**config.mk**
```make
export PLATFORM = sky130hd
export DESIGN_NAME = ftsd_scroll_scanner
export DESIGN_NICKNAME = d
export VERILOG_FILES = /design/src/rtl/ftsd_scroll_scanner.sv
export SDC_FILE = /design/constraint.sdc
export NUM_CORES = 1
export LEC_CHECK = 0
export CORE_MARGIN = 4
export CORE_UTILIZATION = 47
export DETAILED_ROUTE_END_ITERATION = 8
export GPL_ROUTABILITY_DRIVEN = 0
export PLACE_DENSITY = 0.82
export SLEW_MARGIN = 10
export SYNTH_ARGS = -nofsm -noshare
export SYNTH_HDL_FRONTEND = slang
export SYNTH_SLANG_ARGS = --single-unit
export TNS_END_PERCENT = 1
```
**constraint.sdc**
```tcl
create_clock -name clk -period 2.55 [get_ports clk]
set_input_delay 0.51 -clock clk [delete_from_list [all_inputs] [get_ports clk]]
set_output_delay 0.51 -clock clk [all_outputs]
set_load 0.02 [all_outputs]
```
**src/rtl/ftsd_scroll_scanner.sv**
```systemverilog
// ftsd_scroll_scanner: scrolls a song name across a 4-digit fourteen-segment display.
// Each digit gets one blank cycle and then SCAN_DIV cycles of display.
module ftsd_scroll_scanner #(
    parameter int SCAN_DIV   = 50000,
    parameter int SCROLL_DIV = 200,
    parameter int MSG_LEN    = 6,
    parameter int NUM_DIGITS = 4
) (
    input  logic        clk,
    input  logic        rst,
    input  logic        en,
    input  logic [2:0]  song,
    output logic [2:0]  song_sel,
    output logic [2:0]  char_idx,
    input  logic [14:0] char_pattern,
    output logic [3:0]  ftsd_ctl,
    output logic [14:0] ftsd_seg,
    output logic [2:0]  scroll_pos,
    output logic        scroll_step
);
    localparam int SW = $clog2(SCAN_DIV);
    localparam int FW = SCROLL_DIV > 1 ? $clog2(SCROLL_DIV) : 1;

    typedef enum logic [1:0] {IDLE, BLANK, SHOW} state_t;

    state_t        state;
    logic [1:0]    digit;
    logic [SW-1:0] scan_cnt;
    logic [FW-1:0] frame_cnt;
    logic [3:0]    k;
    logic          in_msg;
    logic [14:0]   pattern;

    // Positions past the end of the message are shown blank whatever the encoder returns.
    assign k        = {1'b0, scroll_pos} + {2'b00, digit};
    assign in_msg   = k < 4'(MSG_LEN);
    assign char_idx = in_msg ? k[2:0] : 3'd7;
    assign pattern  = in_msg ? char_pattern : 15'h7FFF;

    always_ff @(posedge clk) begin
        if (rst) begin
            state       <= IDLE;
            digit       <= 2'd0;
            scan_cnt    <= '0;
            frame_cnt   <= '0;
            scroll_pos  <= 3'd0;
            scroll_step <= 1'b0;
            song_sel    <= 3'd0;
            ftsd_ctl    <= 4'hF;
            ftsd_seg    <= 15'h7FFF;
        end else begin
            song_sel    <= song;
            scroll_step <= 1'b0;
            if (!en) begin
                state     <= IDLE;
                digit     <= 2'd0;
                scan_cnt  <= '0;
                frame_cnt <= '0;
                ftsd_ctl  <= 4'hF;
                ftsd_seg  <= 15'h7FFF;
            end else if (song != song_sel) begin
                state      <= BLANK;
                digit      <= 2'd0;
                scan_cnt   <= '0;
                frame_cnt  <= '0;
                scroll_pos <= 3'd0;
                ftsd_ctl   <= 4'hF;
                ftsd_seg   <= 15'h7FFF;
            end else begin
                case (state)
                    IDLE: state <= BLANK;
                    BLANK: begin
                        state    <= SHOW;
                        ftsd_seg <= pattern;
                        ftsd_ctl <= ~(4'b1000 >> digit);
                    end
                    SHOW: begin
                        if (scan_cnt == SW'(SCAN_DIV - 1)) begin
                            scan_cnt <= '0;
                            digit    <= digit + 2'd1;
                            state    <= BLANK;
                            ftsd_ctl <= 4'hF;
                            ftsd_seg <= 15'h7FFF;
                            if (digit == 2'(NUM_DIGITS - 1)) begin
                                if (frame_cnt == FW'(SCROLL_DIV - 1)) begin
                                    frame_cnt   <= '0;
                                    scroll_pos  <= scroll_pos == 3'(MSG_LEN - 1) ? 3'd0 : scroll_pos + 3'd1;
                                    scroll_step <= 1'b1;
                                end else begin
                                    frame_cnt <= frame_cnt + FW'(1);
                                end
                            end
                        end else begin
                            scan_cnt <= scan_cnt + SW'(1);
                        end
                    end
                    default: state <= IDLE;
                endcase
            end
        end
    end
endmodule
```
======== Word level (Yosys, flattened, before mapping) ========
Index checks and enable logic that the tools add are counted.
Widths: inputs -> output; s select.
word-level totals
  bits of input ports ..................... 21
  output and inout bits ................... 29
  bits in registers ....................... 54
cells by class
  reductions and logical operators ........ 13
  shifts and indexed selects .............. 1
  $lt $le $gt $ge ......................... 1
  bitwise operators ....................... 5
  equality and inequality tests ........... 9
  muxes and demuxes ....................... 18
  add/subtract/negate cells ............... 5
operators with widths
  operator               count
  $mux 15                2
  $pmux 15 s2            1
  $mux 3                 7
  $add 16x1->16 const B  1
  $eq 16x16->1 const B   1
  $mux 16                1
  $reduce_bool 2->1      5
  $add 8x1->8 const B    1
  $eq 8x8->1 const B     1
  $mux 8                 1
  $pmux 4 s2             1
  $pmux 2 s3             1
  $reduce_or 6->1        1
  $reduce_and 5->1       1
  $add 3x2->4            1
  $eq 2x2->1 const B     2
  $lt 4x3->1 const B     1
  $mux 4                 1
  $not 1->1              4
  $not 4->4              1
  $reduce_and 2->1       2
  $shr 4x2->4 const A    1
  $add 3x1->3 const B    1
  $eq 3x3->1 const B     1
  11 further kinds       12

======== Depth between registers and ports, before layout ========
  depth in word-level cells ............... 7
  gate-level depth with buffers ........... 8
  gate-level depth less buffers ........... 7

======== Worst setup path after synthesis ========
No wires, ideal clock.
  kind .................................... register -> output
  start ................................... reg scroll_pos[0]
  end ..................................... out char_idx[0]
  buffers on the path ..................... 1
  cell stages (with the launch flop) ...... 8
  slack ................................... -97 ps
  arrival ................................. 2,137 ps
  cells stage by stage .................... dfxtp_1 > ha_1 > inv_1 > fa_1 > nor2b_1 > o31a_1 > clkbuf_1 > or2_2
on the way
  word-level cells in the longest chain between the ends .. 3
ends and longest elaborated chain
  element                   line  text
  start: declaration        18    output logic [2:0] scroll_pos,
  start signal: assignment  87    scroll_pos <= scroll_pos == 3'(MSG_LEN - 1) ? 3'd0 : scroll_pos + 3'd1;
  $add 3x2->4 (*)           35    assign k = {1'b0, scroll_pos} + {2'b00, digit};
  $lt 4x3->1                36    assign in_msg = k < 4'(MSG_LEN);
  $mux 3 (*)                37    assign char_idx = in_msg ? k[2:0] : 3'd7;
  end: declaration          14    output logic [2:0] char_idx,
Mark *: on every way between the ends. The rest lies on a longest branch, timed or not.

======== Final worst setup path ========
Ends and elaborated chain as after synthesis.

==> flow_summary.yaml <==
status:
  violations: "negative setup slack"
  status: "finished with violations"
sta:
  report.final.slew_viol_count: 0
  slew_headroom_pct: 67.46
  hold_viol_final: 0
  setup_viol: 1
  setup_slack_ns: -0.01970
  max_slew.worst_pin.slew_ns: 0.4817
  max_freq_mhz: 389.2
  post-route-period-util_pct: 100.8
  clock_skew_ns: 0.007841
  fin_crit_ns: 2.570
  tns_ns: -0.01970
  rsz0062_at_grt: "yes"
setup_path:
  r2r-end: "scroll_pos[0]"
  crit_cells: 7
  rr_worst_depth: 4
  cp.arrival_ns: 2.06
  critPathMaxFanout: 2
  path_cells: "ha_4 -> inv_2 -> fa_1 -> nor2b_1 -> o31a_1 -> or2_4 -> buf_6"
  slowest_stage: "fa_1"
  path_delay_family: "adder cells"
  crit_type: "register to output port"
  critPathBufInv: 2
  crit_path_end: "char_idx[0]"
  cp-end-kind: "output port"
  worstSetupStartpoint: "scroll_pos[0]"
  reg2reg_from: "scan_cnt[11]"
  worstPathRequired_ns: 2.04
  start_kind: "register"
  cp_slowest_stage_delay_ns: 0.50
  rrSetupSlack_ns: 0.06
cells_and_area:
  final_cells: 453
  fin_nets: 410
  diodes: 0
  multi_input_area_um2: 1543
  utilization_pct: 63.82
  fillers: 473
  ff_latch_area_um2: 1084
  area_delta_synth_final_pct: 30.65
  drive_gt1_share_pct: 11.55
global_routing:
  grt_max_degree: 39
  grt_pass1_wl_mm: 11.27
  first_global_vias: 2519
  grt_util_met2_pct: 32.18
  overflow: 0
  grt_antenna_before_repair: 0
  grt_use_met3_pct: 5.429
  grt_usage_pct: 18.80
  met1_usage_pct: 23.02
  busiest_layer: "met2"
route:
  drtIter0Drc: 182
  routed_wl_mm: 6.718
  first_pass_iters: 4
  routedWlPerCell_um: 14.83
  ant_nets: 0
  vias_per_cell: 5.790
  drcViolationCount: 0
  vias: 2623
floorplanning:
  floorplan.initialDensity_pct: 48.85
  die-area_um2: 7036
  die_w_um: 83.88
  die-height_um: 83.88
  ioPinCount: 50
  coreArea_um2: 5540
  rows: 27
cts:
  clk_latency_ns: 0.31
  cts_tree: "done"
  cts_buffer_depth: 2
  htree_levels: 2
  clock_sinks: 54
  cts_hold_buf: 0
  numCtsBuffers: 5
  cts.root.buffer_cell: "clkbuf_8"
  clk_pin_slew_ns: 0.09
yosys:
  syn_area_per_cell_um2: 8.379
  async_reset_ff_share_pct: 0
  synthTopCellsByCount: "dfxtp_1 (54), a21oi_1 (31), o21ai_0 (24)"
  synth_seq_area_share_pct: 39.94
  synth_edf_count: 0
  syn_nets: 353
  synth_area_leaders: "dfxtp_1 (40%), a21oi_1 (5.7%), nand2b_1 (5.1%), o21ai_0 (4.4%), xor2_1 (3.9%)"
  synth_top_area_cell: "dfxtp_1"
  syn-cell-area_um2: 2706
  synth_top_flop_cell: "dfxtp_1"
  synth_top_area_share_pct: 39.94
  yosysUniqueCellTypes: 48
  synth.most_common_cell: "dfxtp_1"
  synthCells: 323
  ys_ff_latch: 54
  yosys_warnings: 0
power:
  p_leak_nw: 1.220
  power_density_nw_per_um2: 467.0
  p_total_mw: 1.651
  ir_drop_uv: 256.5
  swShare_pct: 20.15
  power.switching_mw: 0.3328
  internal_power_mw: 1.319
  seqPwrFrac_pct: 51.6
  pwr-share-comb_pct: 6.0
  p_clk_share_pct: 42.4
min_path:
  holdCritStartpoint: "ftsd_ctl[2]"
  hp-class: "register to register"
placed_design:
  post-place-cells: 442
  dp.final_hpwl_mm: 4.549
  port_buffers: 49
job:
  cap_violations: 0
==> worst min path at each step <==
stage,end,slack [ns],depth (start not counted)
final,ftsd_ctl[2],0.48,1
after global routing,ftsd_ctl[2],0.49,1
after CTS,ftsd_ctl[2],0.48,1
after detailed placement,ftsd_ctl[1],0.45,1
after global placement,ftsd_ctl[1],0.44,1
after floorplan,scan_cnt[1],0.44,2
==> layer usage <==
metal / share of wire [%] / up-vias
li1: - / 1285
met1: 44 / 1260
met2: 48 / 69
met3: 6.5 / 9
met4: 1.4 / 0
met5: 0 / -
==> power by group through the flow <==
stage	clock, mW	combinational [mW]	sequential, mW
3_5_place_dp	0	0.0986	0.872
6_report	0.699	0.0997	0.852
4_1_cts	0.709	0.0997	0.852
5_1_grt	0.737	0.108	0.853
2_1_floorplan	0	0.0406	0.876
3_3_place_gp	0	0.0981	0.872
==> repair_timing <==
action | in CTS | in global routing
pin swaps | 1 | 2
endpoints found under the hold margin | 0 | 0
buffers inserted | 1 | 2
setup endpoints to repair | 3 | 2
gates resized for setup | 7 | 6
==> sequential cells by signal (all words and copies together) (netlist names) <==
signal,flops
state,2
ftsd_seg,15
scan_cnt,16
scroll_step,1
ftsd_ctl,4
song_sel,3
scroll_pos,3
frame_cnt,8
digit,2
==> cell usage in the layout, fill, tap and decap left out, types with 3 or more instances in the layout <==
cell type | netlist | final
a211o_1 | 3 | 3
a211oi_1 | 3 | 3
a21oi_1 | 31 | 31
and2_1 | 4 | 4
buf_4 | 0 | 22
clkbuf_8 | 0 | 6
clkdlybuf4s50_1 | 0 | 46
dfxtp_1 | 54 | 52
ha_1 | 8 | 7
inv_1 | 6 | 5
nand2_1 | 15 | 15
nand2b_1 | 22 | 22
nand3_1 | 13 | 13
nand4_1 | 10 | 10
nand4b_1 | 3 | 3
nor2_1 | 17 | 17
nor2b_1 | 5 | 5
nor3_1 | 18 | 18
nor4_1 | 5 | 3
o21ai_0 | 24 | 24
o22ai_1 | 4 | 4
o31ai_1 | 5 | 5
or3_1 | 3 | 3
or4_1 | 9 | 9
xor2_1 | 12 | 12
==> logic make-up (layout without fill, tap and decap cells) <==
logic type	after synthesis	after routing	share of synthesized area (%)
AO/OA/AOI/OAI	81	81	17.52
XOR/XNOR	12	12	3.883
adder cells (fa/ha/maj)	9	9	4.438
buffers and inverters	27	85	4.068
flip-flops	54	54	39.94
multiplexers	1	1	0.3699
AND/OR/NAND/NOR	139	139	29.77
==> area by class of cell <==
type | instances | area share, %
Tap cell | 72 | 2.548
Inverter | 6 | 0.6369
Sequential cell | 54 | 30.64
Timing Repair Buffer | 71 | 18.51
Multi-Input combinational cell | 242 | 43.63
Clock buffer | 6 | 2.335
Clock inverter | 2 | 1.699
==> per-stage QoR <==
step | worst slack, ns | hold WS (ns) | area (um^2)
floorplan | 0.008759 | 0.4440 | 2708
global placement | -0.1107 | 0.4443 | 3356
detailed placement | -0.1377 | 0.4528 | 3356
CTS | -0.1596 | 0.4807 | 3500
global route | -0.08413 | 0.4932 | 3536
finish | -0.01970 | 0.4779 | 3536
Power figures use the tool's default switching activity.
